`config.mk`:
```
export PLATFORM = sky130hd
export DESIGN_NAME = demod_segment_scheduler_flat
export DESIGN_NICKNAME = d
export VERILOG_FILES = /design/src/rtl/demod_segment_scheduler_if.sv /design/src/rtl/demod_segment_scheduler.sv /design/src/flat_wrapper.sv
export SDC_FILE = /design/constraint.sdc
export NUM_CORES = 1
export LEC_CHECK = 0
export ABC_AREA = 1
export CORE_MARGIN = 2
export CORE_UTILIZATION = 41
export CTS_BUF_LIST = sky130_fd_sc_hd__clkbuf_4
export DETAILED_ROUTE_END_ITERATION = 16
export HOLD_SLACK_MARGIN = 0.15
export PLACE_DENSITY = 0.88
export SYNTH_ARGS = -nofsm -noshare
export SYNTH_HDL_FRONTEND = slang
export SYNTH_SLANG_ARGS = --single-unit
```
`constraint.sdc`:
```
create_clock -name clk -period 2.69 [get_ports clk]
set_input_delay 0.538 -clock clk [delete_from_list [all_inputs] [get_ports clk]]
set_output_delay 0.538 -clock clk [all_outputs]
set_load 0.1 [all_outputs]
```
`src/rtl/demod_segment_scheduler_if.sv`:
```
// Handshake and data bundle between the segment scheduler, its sample source,
// the shared demodulation slice and the frame consumer.
interface demod_segment_scheduler_if #(
    parameter int NUM_SEG = 10,
    parameter int DW      = 32
);
    logic               start;
    logic               in_valid;
    logic [DW-1:0]      in_sample;
    logic               in_ready;
    logic               slice_req;
    logic [3:0]         slice_idx;
    logic [DW-1:0]      slice_in;
    logic [DW-1:0]      slice_out;
    logic [NUM_SEG-1:0] frame_bits;
    logic               frame_err;
    logic               valid;
    logic               busy;

    // Sample handshake: a sample transfers in any cycle where in_valid and in_ready are both 1.
    modport slave (
        input  start, in_valid, in_sample, slice_out,
        output in_ready, slice_req, slice_idx, slice_in, frame_bits, frame_err, valid, busy
    );

    modport master (
        output start, in_valid, in_sample, slice_out,
        input  in_ready, slice_req, slice_idx, slice_in, frame_bits, frame_err, valid, busy
    );
endinterface

```
`src/rtl/demod_segment_scheduler.sv`:
```
// Feeds NUM_SEG samples of a frame through a shared fixed-latency demod slice,
// collects the hard decisions into a packed word and flags illegal decisions.
module demod_segment_scheduler #(
    parameter int NUM_SEG = 10,
    parameter int LAT     = 2,
    parameter int DW      = 32
) (
    input  logic                     clk,
    input  logic                     reset,
    demod_segment_scheduler_if.slave bus,
    output logic [1:0]               dbg_state_o
);
    typedef enum logic [1:0] {
        IDLE  = 2'd0,
        FEED  = 2'd1,
        DRAIN = 2'd2,
        DONE  = 2'd3
    } state_t;

    localparam logic [DW-1:0] POS_ONE = {{(DW-17){1'b0}}, 1'b1, 16'h0000};
    localparam logic [DW-1:0] NEG_ONE = {{(DW-16){1'b1}}, 16'h0000};

    state_t                  state_q;
    logic [4:0]              iss_cnt_q;
    logic [4:0]              ret_cnt_q;
    logic [LAT-1:0]          sr_req_q;
    logic [LAT-1:0][3:0]     sr_idx_q;
    logic [NUM_SEG-1:0]      frame_bits_q;
    logic                    frame_err_q;
    logic                    valid_q;
    logic                    busy_q;

    logic                    in_ready;
    logic                    accept;
    logic                    ret_fire;
    logic [3:0]              ret_idx;
    logic                    ret_legal;

    // Gated by reset so a mid-frame reset cycle cannot issue to the slice.
    assign in_ready  = (state_q == FEED) && !reset;
    assign accept    = bus.in_valid && in_ready;
    assign ret_fire  = sr_req_q[LAT-1];
    assign ret_idx   = sr_idx_q[LAT-1];
    assign ret_legal = (bus.slice_out == POS_ONE) || (bus.slice_out == NEG_ONE);

    assign bus.in_ready   = in_ready;
    assign bus.slice_req  = accept;
    assign bus.slice_idx  = accept ? iss_cnt_q[3:0] : 4'd0;
    assign bus.slice_in   = accept ? bus.in_sample : '0;
    assign bus.frame_bits = frame_bits_q;
    assign bus.frame_err  = frame_err_q;
    assign bus.valid      = valid_q;
    assign bus.busy       = busy_q;
    assign dbg_state_o    = state_q;

    always_ff @(posedge clk) begin
        if (reset) begin
            state_q      <= IDLE;
            iss_cnt_q    <= '0;
            ret_cnt_q    <= '0;
            sr_req_q     <= '0;
            sr_idx_q     <= '0;
            frame_bits_q <= '0;
            frame_err_q  <= 1'b0;
            valid_q      <= 1'b0;
            busy_q       <= 1'b0;
        end else begin
            valid_q     <= 1'b0;
            sr_req_q[0] <= accept;
            sr_idx_q[0] <= iss_cnt_q[3:0];
            for (int i = 1; i < LAT; i++) begin
                sr_req_q[i] <= sr_req_q[i-1];
                sr_idx_q[i] <= sr_idx_q[i-1];
            end

            // The decision bit always follows the sign, even when the value is illegal.
            if (ret_fire) begin
                for (int k = 0; k < NUM_SEG; k++) begin
                    if (ret_idx == 4'(k)) frame_bits_q[k] <= ~bus.slice_out[DW-1];
                end
                ret_cnt_q <= ret_cnt_q + 5'd1;
                if (!ret_legal) frame_err_q <= 1'b1;
            end

            case (state_q)
                IDLE, DONE: begin
                    if (bus.start) begin
                        state_q      <= FEED;
                        busy_q       <= 1'b1;
                        iss_cnt_q    <= '0;
                        ret_cnt_q    <= '0;
                        frame_bits_q <= '0;
                        frame_err_q  <= 1'b0;
                    end else if (state_q == DONE) begin
                        state_q <= IDLE;
                        busy_q  <= 1'b0;
                    end
                end
                FEED: begin
                    if (accept) begin
                        iss_cnt_q <= iss_cnt_q + 5'd1;
                        if (iss_cnt_q == 5'(NUM_SEG-1)) state_q <= DRAIN;
                    end
                end
                DRAIN: begin
                    if (ret_fire && (ret_cnt_q == 5'(NUM_SEG-1))) begin
                        state_q <= DONE;
                        valid_q <= 1'b1;
                    end
                end
                default: state_q <= IDLE;
            endcase
        end
    end
endmodule

```
`src/flat_wrapper.sv`:
```
// flat-port wrapper written by rule: the top's interface ports become plain ports
module demod_segment_scheduler_flat 
#(
    parameter int NUM_SEG = 10,
    parameter int LAT     = 2,
    parameter int DW      = 32
)
  (clk, reset, dbg_state_o, bus_start, bus_in_valid, bus_in_sample, bus_slice_out, bus_in_ready, bus_slice_req, bus_slice_idx, bus_slice_in, bus_frame_bits, bus_frame_err, bus_valid, bus_busy);
  demod_segment_scheduler_if #(.NUM_SEG(NUM_SEG), .DW(DW)) bus_i ();
  input  logic clk;
  input  logic reset;
  output logic [1:0] dbg_state_o;
  input wire logic [$bits(bus_i.start)-1:0] bus_start;
  input wire logic [$bits(bus_i.in_valid)-1:0] bus_in_valid;
  input wire logic [$bits(bus_i.in_sample)-1:0] bus_in_sample;
  input wire logic [$bits(bus_i.slice_out)-1:0] bus_slice_out;
  output wire logic [$bits(bus_i.in_ready)-1:0] bus_in_ready;
  output wire logic [$bits(bus_i.slice_req)-1:0] bus_slice_req;
  output wire logic [$bits(bus_i.slice_idx)-1:0] bus_slice_idx;
  output wire logic [$bits(bus_i.slice_in)-1:0] bus_slice_in;
  output wire logic [$bits(bus_i.frame_bits)-1:0] bus_frame_bits;
  output wire logic [$bits(bus_i.frame_err)-1:0] bus_frame_err;
  output wire logic [$bits(bus_i.valid)-1:0] bus_valid;
  output wire logic [$bits(bus_i.busy)-1:0] bus_busy;
  assign bus_i.start = bus_start;
  assign bus_i.in_valid = bus_in_valid;
  assign bus_i.in_sample = bus_in_sample;
  assign bus_i.slice_out = bus_slice_out;
  assign bus_in_ready = bus_i.in_ready;
  assign bus_slice_req = bus_i.slice_req;
  assign bus_slice_idx = bus_i.slice_idx;
  assign bus_slice_in = bus_i.slice_in;
  assign bus_frame_bits = bus_i.frame_bits;
  assign bus_frame_err = bus_i.frame_err;
  assign bus_valid = bus_i.valid;
  assign bus_busy = bus_i.busy;
  demod_segment_scheduler #(.NUM_SEG(NUM_SEG), .LAT(LAT), .DW(DW)) u_core (.clk(clk), .reset(reset), .bus(bus_i), .dbg_state_o(dbg_state_o));
endmodule
```
==> results of run 1 <==
[cells in the mapped netlist, types with 2 or more instances]
master     n
nor2_1    89
inv_1     67
nand2_1   38
dfxtp_1   35
a21oi_1   14
nor3_1    11
nand3_1    8
ha_1       7
buf_2      6
nand4_1    5
a211oi_1   4
o21ai_0    4
xor2_1     3
a311oi_1   2
xnor2_1    2
[metrics by stage]
| step | area, um2 | instances | total power, mW |
|---|---|---|---|
| floorplan | 2181 | 307 | 1.132 |
| global placement | 3797 | 477 | 1.417 |
| detailed placement | 3797 | 477 | 1.439 |
| CTS | 3879 | 485 | 1.819 |
| global route | 3879 | 485 | 1.892 |
| finish | 3879 | 485 | 1.811 |
[final timing paths]
check | slack [ns] | to | cells after the start
setup / recovery | 0.25 | bus_slice_in[3] | 5
hold / removal | 0.40 | u_core.ret_idx[2] | 2
setup reg to reg | 0.90 | u_core.iss_cnt_q[3] | 6
hold reg to reg | 0.40 | u_core.ret_idx[2] | 2
[cell usage in the layout, fill, tap and decap left out, drive strengths merged, types with 2 or more instances in the layout]
master         Yosys  layout
nor2              90      90
buf                8      58
a211oi             4       4
nand2             39      39
nor3              12      12
clkdlybuf4s50      0      67
clkbuf             1       5
ha                 7       7
o21ai              5       5
a21oi             14      14
inv               68      67
clkinv             1       3
dfxtp             35      35
xor2               3       3
a311oi             2       2
nand3              9       9
xnor2              2       2
nand4              5       5
[registers in the layout (all words and copies together) (netlist names)]
signal	flops
u_core.bus.busy	1
u_core.sr_req_q	2
u_core.iss_cnt_q	5
u_core.sr_idx_q	4
u_core.bus.frame_bits	10
u_core.bus.frame_err	1
u_core.bus.valid	1
u_core.dbg_state_o	2
u_core.ret_idx	4
u_core.ret_cnt_q	5
[logic make-up after synthesis]
| family | count (synthesis) | share of synthesized area [%] |
|---|---|---|
| AO/OA/AOI/OAI | 26 | 7.926 |
| XOR/XNOR | 5 | 2.256 |
| adder cells (fa/ha/maj) | 7 | 4.510 |
| buffers and inverters | 78 | 16.11 |
| flip-flops | 35 | 36.08 |
| AND/OR/NAND/NOR | 156 | 33.12 |
[worst reg2reg max path, delay by kind of cell (launching register included)]
family / cells / cell delay (ns)
AOI/OAI and AO/OA: 2 / 0.49
adders and majority gates: 1 / 0.30
DFF: 1 / 0.39
and+or+nand+nor: 3 / 0.48
[power breakdown]
part / switching, mW / internal [mW] / total, mW
logic: 0.553 / 0.294 / 0.847
clock network: 0.189 / 0.196 / 0.384
registers: 0.0288 / 0.551 / 0.580
[routing by layer]
metal | vias up | wire length, um
met5 | - | 0
met4 | 0 | 59
met3 | 5 | 628
met2 | 108 | 3256
met1 | 1038 | 2086
li1 | 1167 | -
[final cells by class]
cell class              instances  area, um2
clock inverters                 3      43.79
well taps                      54      67.56
fillers                       268      750.7
inverters                      69      264.0
clock buffers                   5      37.54
repair buffers                125       1594
flip-flops and latches         35      705.7
multi-input cells             194       1166
==> impl_metrics.env, run 1 <==
export IMPL_setup_tns_final_ns=0
export IMPL_post_cts_setup_buffers=0
export IMPL_max_freq_ghz=0.4093
export IMPL_die_x_um=72.82
export IMPL_via_per_inst=4.779
export IMPL_clock_latency_ns=0.36
export IMPL_synth_seq_cells=35
export IMPL_setup_slack_ns=0.2469
export IMPL_grt_usage_pct=24.04
export IMPL_ir_drop_uv=232.2
export IMPL_crit_family="buffers and inverters"
export IMPL_finalNetCount=505
export IMPL_holdWs_ns=0.4032
export IMPL_cts_root_buffer="clkbuf_4"
export IMPL_syn_inst=307
export IMPL_drive_gt1_share_pct=25.99
export IMPL_io_pin_count=121
export IMPL_cts_sinks=35
export IMPL_critPathArrivalTime_ns=1.91
export IMPL_setup_violations=0
export IMPL_vias=2318
export IMPL_drc_errors=0
export IMPL_yosysTopAreaCell="dfxtp_1"
export IMPL_synthesis_nets=382
export IMPL_clockBufferDepth=2
export IMPL_synthFlopType="dfxtp_1"
export IMPL_diodes=0
export IMPL_min_from="u_core.sr_idx_q[2]"
export IMPL_cp_num_buf_inv=2
export IMPL_synth_area_um2=1942
export IMPL_path_class="reg2out"
export IMPL_cp_start_kind="flop"
export IMPL_slew_violations=0
export IMPL_grt_busiest_layer="met2"
export IMPL_cellPowerDensity_nw_per_um2=467.0
export IMPL_async_flop_share_pct=0
export IMPL_met3_usage_pct=9.530
export IMPL_hold_violations=0
export IMPL_hp_class="reg2reg"
export IMPL_slowest_delay_ns=0.39
export IMPL_drt_total_wl_mm=6.031
export IMPL_cts_buffers=5
export IMPL_antenna_found_initial=0
export IMPL_post_route_min_period_ns=2.443
export IMPL_p_leak_nw=1.622
export IMPL_grt_pass1_vias=2400
export IMPL_dp_slack_ns=0.2711
export IMPL_chipHeight_um=72.82
export IMPL_cts_tree="done"
export IMPL_worstPathMaxFanout=12
export IMPL_yosysTopAreaCellShare_pct=36.08
export IMPL_cp_end_kind="primary output"
export IMPL_path_cells="ha_1 -> nand3_4 -> buf_4 -> nor2_4 -> buf_12"
export IMPL_synth_area_leaders="dfxtp_1 (36%), nor2_1 (17%), inv_1 (13%), nand2_1 (7.3%), ha_1 (4.5%)"
export IMPL_port_buffers=120
export IMPL_gp_congestion=0.8521
export IMPL_cts_max_level=2
export IMPL_yosysWarningCount=0
export IMPL_grt_pass1_wl_mm=10.06
export IMPL_rsz0062_at_grt="no"
export IMPL_cts_resized=0
export IMPL_r2r_start="u_core.dbg_state_o[0]"
export IMPL_max_cap_viol_count=0
export IMPL_outcome="finished clean"
export IMPL_dr_pass1_iters=4
export IMPL_yosysSeqAreaShare_pct=36.08
export IMPL_critPathRequiredTime_ns=2.15
export IMPL_ys_types=27
export IMPL_syn_area_per_cell_um2=6.325
export IMPL_start_util_pct=41.95
export IMPL_final_period_utilization_pct=90.82
export IMPL_fin_util_pct=83.78
export IMPL_grt_ovfl_total=0
export IMPL_syn2layout_area_growth_pct=99.74
export IMPL_synth_edff_count=0
export IMPL_startpoint="u_core.dbg_state_o[0]"
export IMPL_first_iter_violations=117
export IMPL_grt_max_degree=17
export IMPL_postRouteAntennaNets=0
export IMPL_rows=25
export IMPL_routedWlPerCell_um=12.44
export IMPL_clk_pin_slew_ns=0.13
export IMPL_fin_worst_skew_ns=0.02075
export IMPL_worstMarginPinSlew_ns=0.5405
export IMPL_slowest_stage="dfxtp_2"
export IMPL_dieArea_um2=5303
export IMPL_ctsHoldBuffers=0
export IMPL_slew_headroom_pct=63.88
export IMPL_core_um2=4629
export IMPL_grt_use_met2_pct=45.56
export IMPL_hpwl_mm=5.081
export IMPL_grt_use_met1_pct=24.10
No activity file was read; power rests on OpenSTA's default activity.
==> run 2, diff against run 1 <==
--- a/config.mk
+++ b/config.mk
@@ -6,12 +6,10 @@
 export NUM_CORES = 1
 export LEC_CHECK = 0
 export ABC_AREA = 1
-export CORE_MARGIN = 2
-export CORE_UTILIZATION = 41
-export CTS_BUF_LIST = sky130_fd_sc_hd__clkbuf_4
+export CORE_UTILIZATION = 40
 export DETAILED_ROUTE_END_ITERATION = 16
 export HOLD_SLACK_MARGIN = 0.15
-export PLACE_DENSITY = 0.88
+export PLACE_DENSITY = 0.86
 export SYNTH_ARGS = -nofsm -noshare
 export SYNTH_HDL_FRONTEND = slang
 export SYNTH_SLANG_ARGS = --single-unit
==> run 2 against run 1 <==
Against the previous run: sequential power increased by 0.7%; core utilization rose by 2.5 points; power is 2.4% higher; non-clock buffer count down 1; clock-buffer cell count is 3 higher; cell area increased by 0.23%; first-iteration DRC count fell by 34%; global-route usage rose by 1.4 points; final cell count decreased by 0.62%; sequential share of layout area about the same; die area decreased by 3.1%; via count increased by 2.0%; critical endpoint is now bus_slice_req.
==> impl_metrics.env, run 2 (same netlist as run 1, synthesis figures left out) <==
export IMPL_outcome="finished clean"
export IMPL_drive_gt1_share_pct=25.58
export IMPL_grt_usage_pct=25.47
export IMPL_first_iter_violations=77
export IMPL_vias=2365
export IMPL_wl_met2_mm=3.312
export IMPL_dieArea_um2=5137
export IMPL_p_leak_nw=1.625
export IMPL_io_pin_count=121
export IMPL_ctsHoldBuffers=0
export IMPL_regArea_um2=705.7
export IMPL_slew_headroom_pct=62.51
export IMPL_via_per_inst=4.907
export IMPL_fin_worst_skew_ns=0.006029
export IMPL_grt_pass1_wl_mm=10.29
export IMPL_fillers=244
export IMPL_worstPathMaxFanout=21
export IMPL_worstMarginPinSlew_ns=0.5610
export IMPL_hp_class="reg2reg"
export IMPL_hold_violations=0
export IMPL_postRouteAntennaNets=0
export IMPL_drt_total_wl_mm=6.241
export IMPL_path_class="in2out"
export IMPL_start_util_pct=43.11
export IMPL_dr_pass1_iters=5
export IMPL_cts_root_buffer="clkbuf_8"
export IMPL_final_common_cell="clkdlybuf4s50_1"
export IMPL_most_common_layout_cells="clkdlybuf4s50_1 (67), inv_1 (66), nor2_1 (53)"
export IMPL_grt_max_degree=22
export IMPL_syn2layout_area_growth_pct=100.2
export IMPL_clk_pin_slew_ns=0.07
export IMPL_setup_tns_final_ns=0
export IMPL_routed_top_layer="met4"
export IMPL_max_freq_ghz=0.4139
export IMPL_hpwl_mm=4.871
export IMPL_grt_pass1_vias=2399
export IMPL_clockBufferDepth=2
export IMPL_max_cap_viol_count=0
export IMPL_slew_violations=0
export IMPL_min_path_cells=2
export IMPL_antenna_found_initial=0
export IMPL_clock_latency_ns=0.29
export IMPL_post_route_min_period_ns=2.416
export IMPL_finalNetCount=504
export IMPL_multi_input_area_um2=1166
export IMPL_core_um2=4504
export IMPL_setup_violations=0
export IMPL_critPathArrivalTime_ns=1.88
export IMPL_routedWlPerCell_um=12.95
export IMPL_cellPowerDensity_nw_per_um2=477.1
export IMPL_wl_met3_um=644
export IMPL_diodes=0
export IMPL_p_total_mw=1.855
export IMPL_chipHeight_um=71.68
export IMPL_cts_sinks=35
export IMPL_drc_errors=0
export IMPL_cts_buffers=5
export IMPL_rows=24
export IMPL_final_period_utilization_pct=89.81
export IMPL_rsz0062_at_grt="no"
export IMPL_drt_met1_wl_mm=2.188
export IMPL_gp_congestion=0.9318
export IMPL_cp_start_kind="primary input"
export IMPL_critPathRequiredTime_ns=2.15
export IMPL_cts_max_level=2
export IMPL_reg2reg_depth=5
export IMPL_grt_ovfl_total=0
export IMPL_die_x_um=71.68
export IMPL_port_buffers=120
export IMPL_largest_register_ffs=10
export IMPL_cts_tree="done"
export IMPL_cts_resized=0
export IMPL_ir_drop_uv=345.8
export IMPL_cp_end_kind="primary output"
export IMPL_post_cts_setup_buffers=0
run 2: cell count changes in the layout (fill, tap and decap cells not counted):
cell	before	now
buf_4	19	18
clkinv_2	2	1
clkbuf_8	0	7
clkbuf_4	5	0
bufinv_16	1	0
clkbuf_1	0	1
clkinv_4	1	0
run 2: critical path: stages:
cell             delay [ns]
clkdlybuf4s50_1        0.49
inv_2                  0.07
nand3_4                0.15
buf_12                 0.28
clkinvlp_4             0.16
buf_12                 0.18
run 2: per-stage QoR:
step                setup WS [ns]  util, %  std cells  instance area (um2)  hold WS [ns]
global route               0.2077    86.31        482                 3887        0.4210
finish                     0.2742    86.31        482                 3887        0.4160
detailed placement         0.2701    84.08        474                 3787        0.3964
global placement           0.3207    84.08        474                 3787        0.3891
floorplan                0.008020        -        307                 2181        0.3883
CTS                        0.2654    86.31        482                 3887        0.4160
run 2: final timing paths:
kind / startpoint / endpoint / slack, ns
worst max-delay path: reset / bus_slice_req / 0.27
worst min-delay path: u_core.sr_idx_q[2] / u_core.ret_idx[2] / 0.42
worst max register to register: u_core.dbg_state_o[0] / u_core.bus.frame_bits[7] / 0.91
worst min register to register: u_core.sr_idx_q[2] / u_core.ret_idx[2] / 0.42
run 2: per-layer routing:
metal	vias to the layer above	global-route usage, %
li1	1167	-
met1	1065	24.96
met2	121	49.37
met3	12	9.564
met4	0	7.190
met5	-	0
run 2: final cells by class:
| type | instances | area share (%) |
|---|---|---|
| sequential | 35 | 18.15 |
| clock buffer | 8 | 2.575 |
| timing repair buffer | 124 | 40.81 |
| inverter | 69 | 6.791 |
| multi-input combinational | 194 | 30.00 |
| tap | 52 | 1.674 |
run 2: power breakdown:
part           total, mW  internal [mW]  leakage (nW)  switching, mW
clock              0.420          0.234        0.0515          0.187
combinational      0.851          0.292          1.29          0.559
sequential         0.584          0.551         0.284         0.0327
total               1.85           1.08          1.62          0.779
==> run 3, diff against run 2 <==
--- a/config.mk
+++ b/config.mk
@@ -6,6 +6,7 @@
 export NUM_CORES = 1
 export LEC_CHECK = 0
 export ABC_AREA = 1
+export ABC_CLOCK_PERIOD_IN_PS = 2690
 export CORE_UTILIZATION = 40
 export DETAILED_ROUTE_END_ITERATION = 16
 export HOLD_SLACK_MARGIN = 0.15
==> results of run 3 <==
No change in the layout: final DEF, timing and power equal those of run 2.
